--- src/rtl/argmax_scan_pkg.sv ---
// Shared constants for the argmax scan engine: FSM encodings, tie policies and latency bound.
package argmax_pkg;

  localparam int RD_LAT_MAX = 4;

  localparam int TIE_FIRST_WINS = 0;
  localparam int TIE_LAST_WINS  = 1;

  typedef logic [1:0] state_t;

  localparam state_t ST_IDLE  = 2'd0;
  localparam state_t ST_ISSUE = 2'd1;
  localparam state_t ST_DRAIN = 2'd2;
  localparam state_t ST_FIN   = 2'd3;

endpackage

--- src/rtl/argmax_scan_rd_lat_pipe.sv ---
// Tag pipeline that travels alongside each buffer read so returning data can be matched to its
// address. Stage 0 captures the registered read strobe; the last stage lines up with rd_data.
module rd_lat_pipe
  import argmax_pkg::*;
#(
  parameter int DEPTH  = 1,
  parameter int ADDR_W = 16
) (
  input  logic              clk,
  input  logic              rst_n,
  input  logic              vld_i,
  input  logic [ADDR_W-1:0] addr_i,
  output logic              vld_o,
  output logic [ADDR_W-1:0] addr_o
);

  logic [DEPTH-1:0]             vld_q;
  logic [DEPTH-1:0]             vld_d;
  logic [DEPTH-1:0][ADDR_W-1:0] addr_q;
  logic [DEPTH-1:0][ADDR_W-1:0] addr_d;

  // shift every stage down by one, new tag enters at stage 0
  always_comb begin
    vld_d     = vld_q;
    addr_d    = addr_q;
    vld_d[0]  = vld_i;
    addr_d[0] = addr_i;
    for (int i = 1; i < DEPTH; i++) begin
      vld_d[i]  = vld_q[i-1];
      addr_d[i] = addr_q[i-1];
    end
  end

  // tag storage; cleared on reset so reads in flight at reset are never compared
  always_ff @(posedge clk or negedge rst_n) begin
    if (!rst_n) begin
      vld_q  <= '0;
      addr_q <= '0;
    end else begin
      vld_q  <= vld_d;
      addr_q <= addr_d;
    end
  end

  assign vld_o  = vld_q[DEPTH-1];
  assign addr_o = addr_q[DEPTH-1];

endmodule

--- src/rtl/argmax_scan.sv ---
// Sequential argmax over a synchronous-read buffer: issues one read per cycle, compares the
// returned words as they arrive and reports the index/value of the maximum with a done pulse.
module argmax_scan
  import argmax_pkg::*;
#(
  parameter int DATA_W   = 32,
  parameter int ADDR_W   = 16,
  parameter int RD_LAT   = 1,
  parameter int SIGNED   = 1,
  parameter int TIE_LAST = 0
) (
  input  logic              clk,
  input  logic              rst_n,
  input  logic              start_i,
  input  logic [ADDR_W-1:0] size_i,
  output logic              busy_o,
  output logic              rd_en_o,
  output logic [ADDR_W-1:0] rd_addr_o,
  input  logic [DATA_W-1:0] rd_data_i,
  output logic              done_o,
  output logic [ADDR_W-1:0] max_index_o,
  output logic [DATA_W-1:0] max_value_o,
  output logic              empty_err_o
);

  // out-of-range latencies saturate to the supported window
  localparam int LAT_EFF = (RD_LAT < 1) ? 1 : ((RD_LAT > RD_LAT_MAX) ? RD_LAT_MAX : RD_LAT);

  state_t              state_q, state_d;
  logic [ADDR_W-1:0]   size_q, size_d;
  logic                rd_en_q, rd_en_d;
  logic [ADDR_W-1:0]   rd_addr_q, rd_addr_d;
  logic                busy_q, busy_d;
  logic                done_q, done_d;
  logic                empty_err_q, empty_err_d;
  logic                first_q, first_d;
  logic [ADDR_W-1:0]   best_idx_q, best_idx_d;
  logic [DATA_W-1:0]   best_val_q, best_val_d;
  logic [ADDR_W-1:0]   max_index_q, max_index_d;
  logic [DATA_W-1:0]   max_value_q, max_value_d;

  logic                tap_vld_s;
  logic [ADDR_W-1:0]   tap_addr_s;
  logic [ADDR_W-1:0]   size_last_s;
  logic                cand_gt_s;
  logic                cand_eq_s;
  logic                take_s;
  logic                last_tap_s;

  rd_lat_pipe #(
    .DEPTH  (LAT_EFF),
    .ADDR_W (ADDR_W)
  ) u_rd_lat_pipe (
    .clk    (clk),
    .rst_n  (rst_n),
    .vld_i  (rd_en_q),
    .addr_i (rd_addr_q),
    .vld_o  (tap_vld_s),
    .addr_o (tap_addr_s)
  );

  assign size_last_s = size_q - ADDR_W'(1);
  assign last_tap_s  = tap_vld_s && (tap_addr_s == size_last_s);

  // running-best comparator; the first returned element seeds the best with no sentinel
  always_comb begin
    if (SIGNED != 0) begin
      cand_gt_s = ($signed(rd_data_i) > $signed(best_val_q));
    end else begin
      cand_gt_s = (rd_data_i > best_val_q);
    end
    cand_eq_s = (rd_data_i == best_val_q);
    take_s    = tap_vld_s &&
                (first_q || cand_gt_s || ((TIE_LAST == TIE_LAST_WINS) && cand_eq_s));
    if (take_s) begin
      best_idx_d = tap_addr_s;
      best_val_d = rd_data_i;
    end else begin
      best_idx_d = best_idx_q;
      best_val_d = best_val_q;
    end
  end

  // scan control: read issue, drain of outstanding reads and result publication
  always_comb begin
    state_d     = state_q;
    size_d      = size_q;
    rd_en_d     = rd_en_q;
    rd_addr_d   = rd_addr_q;
    busy_d      = busy_q;
    done_d      = 1'b0;
    empty_err_d = empty_err_q;
    max_index_d = max_index_q;
    max_value_d = max_value_q;
    if (tap_vld_s) begin
      first_d = 1'b0;
    end else begin
      first_d = first_q;
    end

    case (state_q)
      ST_IDLE: begin
        if (start_i) begin
          size_d      = size_i;
          busy_d      = 1'b1;
          empty_err_d = (size_i == ADDR_W'(0));
          if (size_i == ADDR_W'(0)) begin
            state_d = ST_FIN;
            done_d  = 1'b1;
          end else begin
            state_d   = ST_ISSUE;
            rd_en_d   = 1'b1;
            rd_addr_d = ADDR_W'(0);
            first_d   = 1'b1;
          end
        end else begin
          state_d = ST_IDLE;
        end
      end
      ST_ISSUE: begin
        if (rd_addr_q == size_last_s) begin
          rd_en_d = 1'b0;
          state_d = ST_DRAIN;
        end else begin
          rd_addr_d = rd_addr_q + ADDR_W'(1);
        end
      end
      ST_DRAIN: begin
        if (last_tap_s) begin
          state_d     = ST_FIN;
          done_d      = 1'b1;
          max_index_d = best_idx_d;
          max_value_d = best_val_d;
        end else begin
          state_d = ST_DRAIN;
        end
      end
      ST_FIN: begin
        state_d = ST_IDLE;
        busy_d  = 1'b0;
      end
      default: begin
        state_d = ST_IDLE;
        rd_en_d = 1'b0;
        busy_d  = 1'b0;
      end
    endcase
  end

  // state and output registers
  always_ff @(posedge clk or negedge rst_n) begin
    if (!rst_n) begin
      state_q     <= ST_IDLE;
      size_q      <= '0;
      rd_en_q     <= 1'b0;
      rd_addr_q   <= '0;
      busy_q      <= 1'b0;
      done_q      <= 1'b0;
      empty_err_q <= 1'b0;
      first_q     <= 1'b0;
      best_idx_q  <= '0;
      best_val_q  <= '0;
      max_index_q <= '0;
      max_value_q <= '0;
    end else begin
      state_q     <= state_d;
      size_q      <= size_d;
      rd_en_q     <= rd_en_d;
      rd_addr_q   <= rd_addr_d;
      busy_q      <= busy_d;
      done_q      <= done_d;
      empty_err_q <= empty_err_d;
      first_q     <= first_d;
      best_idx_q  <= best_idx_d;
      best_val_q  <= best_val_d;
      max_index_q <= max_index_d;
      max_value_q <= max_value_d;
    end
  end

  assign busy_o      = busy_q;
  assign rd_en_o     = rd_en_q;
  assign rd_addr_o   = rd_addr_q;
  assign done_o      = done_q;
  assign max_index_o = max_index_q;
  assign max_value_o = max_value_q;
  assign empty_err_o = empty_err_q;

endmodule

--- config.mk ---
export PLATFORM = sky130hd
export DESIGN_NAME = argmax_scan
export DESIGN_NICKNAME = d
export VERILOG_FILES = /design/src/rtl/argmax_scan_pkg.sv /design/src/rtl/argmax_scan_rd_lat_pipe.sv /design/src/rtl/argmax_scan.sv
export SDC_FILE = /design/constraint.sdc
export NUM_CORES = 1
export LEC_CHECK = 0
export ABC_AREA = 1
export BUFFER_PORTS_ARGS = -buffer_cell sky130_fd_sc_hd__buf_2
export CORE_AREA = 2 2 147 149
export CTS_BUF_LIST = sky130_fd_sc_hd__clkbuf_8
export DETAILED_ROUTE_END_ITERATION = 8
export DIE_AREA = 0 0 149 151
export GPL_TIMING_DRIVEN = 0
export PLACE_DENSITY_LB_ADDON = 0.15
export SLEW_MARGIN = 20
export SYNTH_ARGS = -nofsm -noshare
export SYNTH_HDL_FRONTEND = slang
export SYNTH_HIERARCHICAL = 1
export SYNTH_SLANG_ARGS = --single-unit
--- constraint.sdc ---
create_clock -name clk -period 3.5 [get_ports clk]
set_clock_uncertainty 0.15 [all_clocks]
set_input_delay 0.7 -clock clk [delete_from_list [all_inputs] [get_ports clk]]
set_output_delay 0.7 -clock clk [all_outputs]
set_load 0.05 [all_outputs]
### After elaboration in Yosys (flattened, before gate mapping)

Index checks and enable logic that the tools add are counted.

* bits in latches: 0
* bits of input ports: 51
* bits in writable memories: 0
* output and inout port bits: 68
* memory bits (read-only): 0
* register bits after elaboration: 152
* memories kept: 0

* bitwise logic cells: 0
* div/mod/pow operators: 0
* shift-type cells: 0
* magnitude comparators: 1
* $add $sub $neg: 2
* multiply operators: 0
* eq/ne operators: 9
* muxes and demuxes: 25
* reductions and logical operators: 12

Operators by type and width (count)
* $mux 16: 4
* $eq 16x16->1: 2
* $gt 32x32->1: 1
* $mux 32: 1
* $pmux 16 s2: 1
* $add 16x1->16 const B: 1
* $logic_not 16->1: 1
* $sub 16x1->16 const B: 1
* $mux 1: 12
* $ne 2x2->1 const B: 4
* $pmux 2 s4: 1
* $reduce_and 4->1: 2
* $mux 2: 3
* $pmux 1 s2: 3
* $reduce_and 2->1: 3
* $eq 2x2->1 const B: 2
* $reduce_bool 2->1: 2
* $eq 2x1->1 const B: 1
* $logic_and 1x1->1: 2
* $logic_not 2->1: 1
* $logic_or 1x1->1: 1

### Logic depth before layout (Yosys ltp)

Gate-level depths: netlist (run 1).

* depth in word-level cells: 5
* mapped depth: 23
* depth with buffers taken out: 21

### Modules after synthesis

The synthesis (run 1) kept the hierarchy.

By module, submodules not included
* argmax_scan: times used 1, cells each 1103, area each 8056.5 sq um, seq. area each 3378.2 sq um
* rd_lat_pipe: times used 1, cells each 17, area each 425.4 sq um, seq. area each 425.4 sq um

### Worst setup path after synthesis (run 1)

Ideal clock, no wire load.

* path kind: input-to-reg
* start point: input port rd_data_i[31]
* end point: register best_val_q[11]
* arrival time: 2.367 ns
* data required time: 3.231 ns
* path slack: 0.864 ns
* stages: 15
* buffers on the path: 2
* cell sequence: ha_1 -> a21oi_1 -> o21a_1 -> nand2_1 -> a21oi_1 -> nand2_1 -> nand2_1 -> nand2_1 -> nand2_1 -> nand2_1 -> nand2_1 -> buf_2 -> buf_2 -> nand2_1 -> and2_1

* longest elaborated chain between the ends: 4

RTL lines
* start, declared: line argmax_scan.sv:19 `input logic [DATA_W-1:0] rd_data_i,`
* $gt 32x32->1: line argmax_scan.sv:68 `cand_gt_s = ($signed(rd_data_i) > $signed(best_val_q));`
* $logic_or 1x1->1: line argmax_scan.sv:74 `(first_q || cand_gt_s || ((TIE_LAST == TIE_LAST_WINS) && cand_eq_s));`
* $logic_and 1x1->1: line argmax_scan.sv:73 `take_s = tap_vld_s &&`
* $mux 32: line argmax_scan.sv:75 `if (take_s) begin`
* via best_val_d[11]: line argmax_scan.sv:38 `logic [DATA_W-1:0] best_val_q, best_val_d;`
* end signal, assigned: line argmax_scan.sv:175 `best_val_q <= best_val_d;`
* end, declared: line argmax_scan.sv:38

The timed path passes the listed nets, and every way through them passes these cells.
A chain may end at the register's enable or synchronous reset.

### Worst setup path in the final report (run 1)

* start point: register size_q[0]
* end point: register max_index_q[1], in the netlist max_index_o[1]

* longest elaborated chain between the ends: 4

RTL lines
* start, declared: line argmax_scan.sv:30 `logic [ADDR_W-1:0] size_q, size_d;`
* start signal, assigned: line argmax_scan.sv:167 `size_q <= size_d;`
* $sub 16x1->16: line argmax_scan.sv:62 `assign size_last_s = size_q - ADDR_W'(1);`
* $eq 16x16->1: line argmax_scan.sv:63 `assign last_tap_s = tap_vld_s && (tap_addr_s == size_last_s);`
* $logic_and 1x1->1: line argmax_scan.sv:63
* $reduce_and 2->1 (no line)
* end signal, assigned: line argmax_scan.sv:176 `max_index_q <= max_index_d;`
* end, declared: line argmax_scan.sv:39 `logic [ADDR_W-1:0] max_index_q, max_index_d;`

Every way passes these cells.

==> out/results.txt, run 1 <==
status: finished, final reports clean
largest area contributor in the netlist: dfrtp_1
total track usage: 0.201
Clk pwr share: 0.201
hold_buf cts: 0
Clock Path Buffers: 2
TritonCTS buffer count: 17
die area: 22500 um^2
CP endpoint kind: flip-flop
CP bufs+invs: 4
Residual DRC: 0
Yosys cell types: 30
Max Cap Viol: 0
Fin. Hold Viols: 0
initial antenna violation count: 0
Final period util: 0.837
fin nets: 1347
Comb pwr share: 0.464
crit-path cells: inv_2 > ha_1 > nand2_1 > nor2_1 > nand2_1 > nand2_1 > nor2_1 > nor2_1 > nand2_1 > nor2_1 > nand3b_1 > nor2_2 > inv_2 > buf_2 > buf_6 > nand2_1 > nand2_1
initial core utilization: 0.407
post-DP HPWL: 16100 um
Final GP Congestion: 0.859
sequential area share after synthesis: 0.448
Yosys top cell area share: 0.448
Fin Setup TNS: 0 ns
Core Footprint: 20800 um^2
Top Family by Delay on Critical Path: simple AND/OR/NAND/NOR gates
Final min period: 2.93 ns
CP max FO: 10
vias: 7313
maximum vdd ir drop: 0.297 mV
slowest cell on the critical path: dfrtp_1
layout cell share with drive strength beyond 1: 0.141
Rows: 53
CTS tree: yes
most used cell, CP: nand2_1
vias in the first global route: 7164
Post-Synthesis Cells: 1120
worst path required time: 3.69 ns
crit path launch type: flip-flop
Highest Clock Rate: 0.341 GHz
port bufs: 118
Int Power: 4.04 mW
slowest cell delay on critical path: 0.47 ns
worst skew pair latency: 0.45 ns
endpoints failing setup: 0
RSZ-0062 raised after global routing: no
num ports: 119
P_sw: 3.07 mW
worst-margin pin slew: 0.844 ns
Synth-to-Final Area Change: 16.4%
Syn. warnings: 6
Sequential Power Share: 0.336
final design utilization: 0.474
syn avg cell area: 7.57 um^2
Pleak: 5.31 nW
Post-Syn Nets: 1209
Die W: 149 um
DRT Pass-1 Iters: 5
H-tree depth: 4
Min-Delay Path Class: input port to async pin
Slew Limit Fails: 0
Final Non-Filler Cells: 1546
Pwr Total: 7.10 mW
Root Driver: clkbuf_8
diode count: 0
gr ovfl total: 0
first-pass GRT wire length: 35600 um
CTS Sinks: 152
CP arrival: 3.12 ns
main area contributors after synthesis: dfrtp_1, nand2_1, nand3_1
post-CTS sizing: 0
die height: 151 um
ANT nets after route: 0
Power Density: 720 nW/um^2
Iter 0 DRT Violations: 281
largest net degree at the start of global routing: 95
placed cell count: 1514
Sw Share: 0.432
slew margin rel.: 0.432
WS Path Type: flip-flop to flip-flop
Syn Std Cell Area: 8480 um^2
final wirelength: 21500 um
wire per inst: 13.9 um
Post-CTS Setup Inserts: 0
synthesized flop and latch total: 152
Worst-path clk slew: 0.09 ns
DR vias/cell: 4.73
[cell families (layout without fill, tap and decap cells)]
logic type,count (synthesis),in the layout,synth area share
xor gates and xnor gates,26,26,0.0268
DFF,152,152,0.448
and+or+nand+nor,644,644,0.342
buffers and inverters,218,369,0.101
adders and majority gates,38,38,0.0561
AOI/OAI and AO/OA,42,42,0.0254
[flip-flops by register name (all words and copies together) (netlist names), 2 cells and up]
register / count
size_q: 16
max_index_o: 16
best_idx_q: 16
state_q: 2
best_val_q: 32
u_rd_lat_pipe/addr_o: 16
max_value_o: 32
rd_addr_o: 16
[cell usage in the layout (no fill, tap or decap), types with 2 or more instances in the layout]
cell        instances
clkinv_2            3
buf_6               2
nand2_1           331
buf_4               3
clkinv_4            2
buf_2             126
nor3_1              7
clkbuf_1           19
inv_2               6
dfrtp_1           152
a21oi_1            16
ha_1               38
nand3b_1            7
and2_1             49
bufinv_16           3
o21ai_0            23
nor2_1             53
nor2_2              4
nor4_1              3
xor2_1             25
nand2_2             3
clkbuf_8           19
nand3_1           150
nand4_1            33
inv_1             179
clkinvlp_4          2
buf_1               2
[layout make-up]
type	count	area (um^2)
buffer	35	169
clock buffer	19	262
clock inverter	13	154
fill	2174	11000
inverter	183	687
multi-input combinational	750	3820
sequential	152	3800
tap	275	344
timing repair buffer	119	628
[layer usage]
layer	part of all wire	wire length [um]	vias up	global-route usage
li1	-	-	3780	-
met4	0.022	467	0	0.0710
met3	0.040	858	34	0.0283
met2	0.47	10100	153	0.341
met5	0	0	-	0
met1	0.47	10100	3346	0.265
[through the flow]
stage,area (um^2),hold slack (ns),worst slack [ns]
after floorplan,8480,0.254,0.864
after global placement,9420,0.270,-0.892
after detailed placement,9450,0.265,0.226
after CTS,9870,0.00272,0.565
after global routing,9870,0.0276,0.268
final,9870,0.00324,0.569
[cells in the mapped netlist]
cell and count:
a21o_1 1, a21oi_1 16, and2_1 49, and3_1 1
buf_1 2, buf_2 9, buf_4 3, buf_6 2
clkbuf_1 19, dfrtp_1 152, ha_1 38, inv_1 177
inv_2 6, nand2_1 331, nand2_2 3, nand2_4 1
nand3_1 150, nand3b_1 7, nand4_1 33, nor2_1 53
nor2_2 4, nor2_4 1, nor2_8 1, nor3_1 7
nor4_1 3, o21a_1 1, o21ai_0 23, o21ai_1 1
xnor2_1 1, xor2_1 25
[worst paths after layout]
check / from / depth (start not counted) / end / slack (ns)
setup reg to reg: size_q[0]$_DFFE_PN0P_ / 17 / max_index_o[1]$_DFFE_PN0P_ / 0.57
min in group clk: rd_en_o$_DFFE_PN0P_ / 0 / u_rd_lat_pipe/vld_o$_DFF_PN0_ / 0.29
setup / recovery: size_q[0]$_DFFE_PN0P_ / 17 / max_index_o[1]$_DFFE_PN0P_ / 0.57
max in group asynchronous: rst_n / 2 / state_q[0]$_DFFE_PN0P_ / 2.34
hold / removal: rst_n / 1 / max_value_o[5]$_DFFE_PN0P_ / 0.003
hold reg to reg: rd_en_o$_DFFE_PN0P_ / 0 / u_rd_lat_pipe/vld_o$_DFF_PN0_ / 0.29
[power by group through the flow]
| stage | combinational, mW | sequential, mW | clock [mW] |
|---|---|---|---|
| after floorplan | 2.43 | 2.43 | 0 |
| after global placement | 3.24 | 2.41 | 0 |
| after detailed placement | 3.29 | 2.42 | 0 |
| after CTS | 3.32 | 2.39 | 1.46 |
| after global routing | 3.81 | 2.43 | 1.54 |
| final | 3.29 | 2.38 | 1.43 |
Power figures use the tool's default switching activity.
==> inputs of run 2 (changes only) <==
==> constraint.sdc (replaced) <==
create_clock -name clk -period 2.7 [get_ports clk]
set_clock_uncertainty 0.15 [all_clocks]
set_input_delay 0.54 -clock clk [delete_from_list [all_inputs] [get_ports clk]]
set_output_delay 0.54 -clock clk [all_outputs]
set_load 0.05 [all_outputs]
==> run 2 against run 1 <==
Net effect: utilization rose by 1.8 points; non-clock buffer count rose by 16; total power rose by 35%; maximum frequency rose by 9.6%; sequential share of layout area fell by 1.4 points; die area did not move; clock power rose by 29%; worst hold slack improved by 0.19 ns; count of clock-buffer cells in the layout did not move.
==> out/results.txt, run 2 (synthesized netlist as in run 1, its figures left out) <==
worst skew pair latency: 0.45 ns (about the same)
Slew Limit Fails: 0 (unchanged)
diode count: 0 (unchanged)
endpoints failing setup: 0 (unchanged)
Fin Setup TNS: 0 ns (unchanged)
Core Footprint: 20800 um^2 (unchanged)
r2r startpoint: size_q[0]$_DFFE_PN0P_
number of cells on the worst reg-to-reg path: 18 (+1)
fin nets: 1363 (+1.2%)
WS Path Type: flip-flop to flip-flop
vias: 7349 (+0.49%)
slowest cell on the critical path: dfrtp_2
total track usage: 0.202 (+0.00117)
gr ovfl total: 0 (unchanged)
most used cell, CP: nand2_1
Worst-path clk slew: 0.08 ns (about the same)
crit path launch type: flip-flop
DR vias/cell: 4.70 (-0.54%)
maximum vdd ir drop: 0.460 mV (+55%)
highest-count cells in the layout ignoring fill and taps: nand2_1, inv_1, dfrtp_1
CP Capture Point: max_value_o[30]$_DFFE_PN0P_
Max Cap Viol: 0 (unchanged)
H-tree depth: 4 (unchanged)
CP max FO: 6 (-4)
Crit path depth: 18 (+1)
CP arrival: 2.86 ns (-0.26 ns)
dpl ws: -0.414 ns (-0.640 ns)
Final WS setup: 0.0266 ns (-0.543 ns)
initial core utilization: 0.407 (unchanged)
CP endpoint kind: flip-flop
crit-path cells: inv_4 > ha_4 > inv_2 > o21ai_2 > a21oi_2 > nand2_1 > nor2_1 > nand3_2 > nor2_2 > nand2_1 > nor2_1 > nand3b_1 > nor2_4 > inv_4 > buf_8 > clkbuf_16 > nand2_1 > nand2_1
layout cell share with drive strength beyond 1: 0.183 (+0.0418)
final hold slack: 0.196 ns (+0.193 ns)
Final Cell Area: 10200 um^2 (+3.8%)
Clock Path Buffers: 2 (unchanged)
CP bufs+invs: 5 (+1)
worst path required time: 2.89 ns (-0.80 ns)
status: finished, final reports clean
Final GP Congestion: 0.859 (unchanged)
die height: 151 um (unchanged)
worst-margin pin slew: 0.858 ns (+0.0142 ns)
port bufs: 118 (unchanged)
CTS Sinks: 152 (unchanged)
Final period util: 0.990 (+0.153)
Placement Cell Area: 9450 um^2 (unchanged)
Highest Clock Rate: 0.374 GHz (+9.6%)
FF-to-FF End: max_value_o[30]$_DFFE_PN0P_
Root Driver: clkbuf_8
initial antenna violation count: 0 (unchanged)
vias in the first global route: 7207 (+0.60%)
Power Density: 938 nW/um^2 (+30%)
Worst R2R Setup Slack: 0.03 ns (-0.54 ns)
Top Family by Delay on Critical Path: simple AND/OR/NAND/NOR gates
Residual DRC: 0 (unchanged)
Min-Delay Path Class: input port to flip-flop
largest net degree at the start of global routing: 95 (unchanged)
slew margin rel.: 0.423 (-0.00958)
most common cell after layout, fill and taps aside: nand2_1
wire per inst: 14.1 um (+1.1%)
num ports: 119 (unchanged)
RSZ-0062 raised after global routing: yes
TritonCTS buffer count: 17 (unchanged)
first-pass GRT wire length: 35800 um (+0.60%)
slowest cell delay on critical path: 0.46 ns (about the same)
ANT nets after route: 0 (unchanged)
Final min period: 2.67 ns (-0.257 ns)
Die W: 149 um (unchanged)
Synth-to-Final Area Change: 20.8%
die area: 22500 um^2 (unchanged)
final wirelength: 22000 um (+2.2%)
Rows: 53 (unchanged)
Pleak: 5.47 nW (+3.0%)
Fin. Hold Viols: 0 (unchanged)
Iter 0 DRT Violations: 264 (-6.0%)
CTS tree: yes
DRT Pass-1 Iters: 5 (unchanged)
post-DP HPWL: 16100 um (unchanged)
CP startpoint: size_q[0]$_DFFE_PN0P_
Pwr Total: 9.61 mW (+35%)
## run 2: cell types whose count changed in the layout (fill, tap and decap cells not counted), moves of 5 or more
cell      delta
clkbuf_1     -8
nor2_2       +6
nor2_1       -8
nand2_1     -12
nand2_2      +9
buf_6        +5
buf_4       +13
## run 2: worst min-delay path by stage
| stage | startpoint | to | slack, ns | cells past startpoint |
|---|---|---|---|---|
| global route | size_i[10] | size_q[10]$_DFFE_PN0P_ | 0.21 | 3 |
| CTS | size_i[4] | size_q[4]$_DFFE_PN0P_ | 0.17 | 3 |
| global placement | rd_en_o$_DFFE_PN0P_ | u_rd_lat_pipe/vld_o$_DFF_PN0_ | 0.27 | 0 |
| finish | size_i[2] | size_q[2]$_DFFE_PN0P_ | 0.20 | 3 |
| floorplan | rst_n | best_idx_q[0]$_DFF_PN0_ | 0.09 | 0 |
| detailed placement | rd_en_o$_DFFE_PN0P_ | u_rd_lat_pipe/vld_o$_DFF_PN0_ | 0.27 | 0 |
## run 2: power by group
group          internal [mW]  switching [mW]
clock network          0.957           0.897
logic                   1.70            2.96
registers               2.81           0.287
total                   5.47            4.14
## run 2: timing repair
item	CTS	global route
hold buffers	1	0
hold endpoints to repair	58	0
pin swaps	1	14
buffers inserted	2	12
gates resized for setup	23	57
cloned	0	2
setup endpoints to repair	91	99
## run 2: worst reg2reg max path: stages, from the launching register on
cell	delay (ns)
dfrtp_2	0.46
inv_4	0.10
ha_4	0.21
inv_2	0.07
o21ai_2	0.06
a21oi_2	0.10
nand2_1	0.10
nor2_1	0.16
nand3_2	0.09
nor2_2	0.11
nand2_1	0.06
nor2_1	0.11
nand3b_1	0.13
nor2_4	0.20
inv_4	0.08
buf_8	0.15
clkbuf_16	0.15
nand2_1	0.05
nand2_1	0.05
## run 2: per-layer routing
| layer | vias to the layer above | track usage | routed length, um |
|---|---|---|---|
| met5 | - | 0 | 0 |
| met4 | 0 | 0.0710 | 449 |
| met3 | 28 | 0.0292 | 891 |
| met2 | 148 | 0.344 | 10300 |
| met1 | 3357 | 0.265 | 10300 |
| li1 | 3816 | - | - |
## run 2: final cells by class
type                            count  area (um^2)
Inverter                          183          692
Tap cell                          275          344
Timing Repair Buffer              136          793
Fill cell                        2137        10600
Multi-Input combinational cell    750         3960
Clock buffer                       19          262
Buffer                             34          234
Clock inverter                     13          154
Sequential cell                   152         3810
## run 2: per-stage QoR
stage,cells,util
2_1_floorplan,1120,-
3_3_place_gp,1513,0.452
3_5_place_dp,1514,0.454
4_1_cts,1549,0.478
5_1_grt,1562,0.492
6_report,1562,0.492
==> inputs of run 3 (changes only) <==
--- a/config.mk
+++ b/config.mk
@@ -7,10 +7,11 @@
 export LEC_CHECK = 0
 export ABC_AREA = 1
 export BUFFER_PORTS_ARGS = -buffer_cell sky130_fd_sc_hd__buf_2
-export CORE_AREA = 2 2 147 149
+export CORE_AREA = 4 4 149 151
 export CTS_BUF_LIST = sky130_fd_sc_hd__clkbuf_8
+export CTS_CLUSTER_SIZE = 12
 export DETAILED_ROUTE_END_ITERATION = 8
-export DIE_AREA = 0 0 149 151
+export DIE_AREA = 0 0 153 155
 export GPL_TIMING_DRIVEN = 0
 export PLACE_DENSITY_LB_ADDON = 0.15
 export SLEW_MARGIN = 20
==> run 3 against run 2 <==
Net effect: count of clock-buffer cells in the layout increased by 2; sequential cell count unchanged; wire length increased by 0.85%.
==> out/results.txt, run 3 (synthesized netlist as in run 1, its figures left out) <==
status: finished, final reports clean
CP Capture Point: max_value_o[26]$_DFFE_PN0P_
FF-to-FF End: max_value_o[26]$_DFFE_PN0P_
Die W: 153 um (+2.7%)
Pleak: 5.50 nW (+0.46%)
Max Cap Viol: 0 (unchanged)
Slew Limit Fails: 0 (unchanged)
layout cell share with drive strength beyond 1: 0.188 (+0.00573)
port bufs: 118 (unchanged)
wire per inst: 14.2 um (+0.98%)
most common cell after layout, fill and taps aside: nand2_1
CP arrival: 2.85 ns (about the same)
Placement Cell Area: 9480 um^2 (+0.29%)
Fin Setup TNS: 0 ns (unchanged)
worst-margin pin slew: 0.806 ns (-0.0519 ns)
vias: 7429 (+1.1%)
worst skew pair latency: 0.46 ns (about the same)
Core Footprint: 20800 um^2 (unchanged)
r2r startpoint: size_q[0]$_DFFE_PN0P_
worst path required time: 2.91 ns (+0.02 ns)
crit-path cells: inv_4 > buf_4 > nand2_2 > nor2_8 > nand3_1 > nand2_1 > xor2_2 > nand4_1 > nand3b_1 > nor2_4 > inv_2 > buf_8 > clkbuf_16 > nand2_2 > nand2_1
Pwr Total: 9.87 mW (+2.7%)
vias in the first global route: 7436 (+3.2%)
final hold slack: 0.193 ns (-0.00299 ns)
fin nets: 1363 (unchanged)
Residual DRC: 0 (unchanged)
post-DP HPWL: 16400 um (+2.3%)
DR vias/cell: 4.76 (+1.2%)
largest net degree at the start of global routing: 58 (-39%)
Min-Delay Path Class: input port to flip-flop
final design utilization: 0.497 (+0.00451)
num ports: 119 (unchanged)
CTS Sinks: 152 (unchanged)
Power Density: 955 nW/um^2 (+1.8%)
CP bufs+invs: 5 (unchanged)
highest-count cells in the layout ignoring fill and taps: nand2_1, inv_1, dfrtp_1
Worst-path clk slew: 0.08 ns (about the same)
Worst R2R Setup Slack: 0.06 ns (+0.03 ns)
initial antenna violation count: 0 (unchanged)
Top Family by Delay on Critical Path: simple AND/OR/NAND/NOR gates
initial core utilization: 0.407 (unchanged)
Iter 0 DRT Violations: 334 (+27%)
WS Path Type: flip-flop to flip-flop
Crit path depth: 15 (-3)
CP max FO: 7 (+1)
total track usage: 0.192 (-0.0106)
maximum vdd ir drop: 0.473 mV (+2.7%)
Fin. Hold Viols: 0 (unchanged)
CP endpoint kind: flip-flop
TritonCTS buffer count: 17 (unchanged)
slew margin rel.: 0.458 (+0.0349)
RSZ-0062 raised after global routing: yes
Clock Path Buffers: 2 (unchanged)
CP startpoint: size_q[0]$_DFFE_PN0P_
CTS tree: yes
slowest cell delay on critical path: 0.45 ns (about the same)
Final GP Congestion: 0.888 (+3.4%)
ANT nets after route: 0 (unchanged)
Final min period: 2.64 ns (-0.0316 ns)
number of cells on the worst reg-to-reg path: 15 (-3)
gr ovfl total: 0 (unchanged)
Final Cell Area: 10300 um^2 (+0.92%)
die area: 23700 um^2 (+5.4%)
slowest cell on the critical path: dfrtp_2
Final period util: 0.978 (-0.0117)
final wirelength: 22200 um (+0.85%)
H-tree depth: 4 (unchanged)
Root Driver: clkbuf_8
Highest Clock Rate: 0.379 GHz (+1.2%)
endpoints failing setup: 0 (unchanged)
Rows: 53 (unchanged)
diode count: 0 (unchanged)
crit path launch type: flip-flop
DRT Pass-1 Iters: 5 (unchanged)
Synth-to-Final Area Change: 21.9%
die height: 155 um (+2.6%)
first-pass GRT wire length: 37000 um (+3.5%)
run 3: changes by cell type in the layout (fill, tap and decap cells not counted), sizes merged:
cell | before | now
bufinv | 3 | 5
buf | 152 | 151
clkbuf | 36 | 39
clkinvlp | 2 | 0
clkinv | 5 | 1
run 3: metal layers:
layer	global-route usage	wire length, um	vias up
met4	0.0513	383	0
met1	0.257	10300	3451
met3	0.0364	859	18
met2	0.321	10600	150
met5	0	0	-
li1	-	-	3810
run 3: metrics by stage:
stage	worst slack (ns)	std cells
final	0.0582	1560
after global routing	-0.108	1560
after CTS	-0.00392	1548
after detailed placement	-0.381	1515
after global placement	-1.52	1513
after floorplan	0.224	1120
run 3: what timing repair did:
| action | CTS | global route |
|---|---|---|
| resized for setup | 26 | 60 |
| setup endpoints to repair | 93 | 105 |
| gates cloned | 0 | 1 |
| pin swaps | 2 | 17 |
| hold buffers | 1 | 0 |
| buffers inserted | 2 | 12 |
| endpoints found under the hold margin | 46 | 0 |
run 3: how the worst min path moves through the flow:
stage	startpoint	end	slack, ns	cells past startpoint
global placement	rd_en_o$_DFFE_PN0P_	u_rd_lat_pipe/vld_o$_DFF_PN0_	0.27	0
global route	size_i[14]	size_q[14]$_DFFE_PN0P_	0.19	3
floorplan	rst_n	best_idx_q[0]$_DFF_PN0_	0.09	0
detailed placement	rd_en_o$_DFFE_PN0P_	u_rd_lat_pipe/vld_o$_DFF_PN0_	0.26	0
CTS	size_i[2]	size_q[2]$_DFFE_PN0P_	0.18	3
finish	size_i[7]	size_q[7]$_DFFE_PN0P_	0.19	3
run 3: layout make-up:
type | count | area [um^2]
clock buffers | 21 | 289
fillers | 2132 | 10500
flip-flops and latches | 152 | 3800
repair buffers | 136 | 808
well taps | 275 | 344
clock inverters | 9 | 171
plain buffers | 34 | 239
inverters | 183 | 689
multi-input cells | 750 | 4000
run 3: report_power, final:
group	total, mW	switching (mW)	internal, mW
sequential	3.09	0.280	2.81
clock	2.06	0.872	1.19
combinational	4.72	2.95	1.77
total	9.87	4.10	5.77
run 3: worst reg2reg max path, stage by stage, from the launching register on:
cell	delay [ns]
dfrtp_2	0.45
inv_4	0.09
buf_4	0.11
nand2_2	0.10
nor2_8	0.16
nand3_1	0.15
nand2_1	0.19
xor2_2	0.18
nand4_1	0.09
nand3b_1	0.21
nor2_4	0.18
inv_2	0.09
buf_8	0.15
clkbuf_16	0.16
nand2_2	0.05
nand2_1	0.05
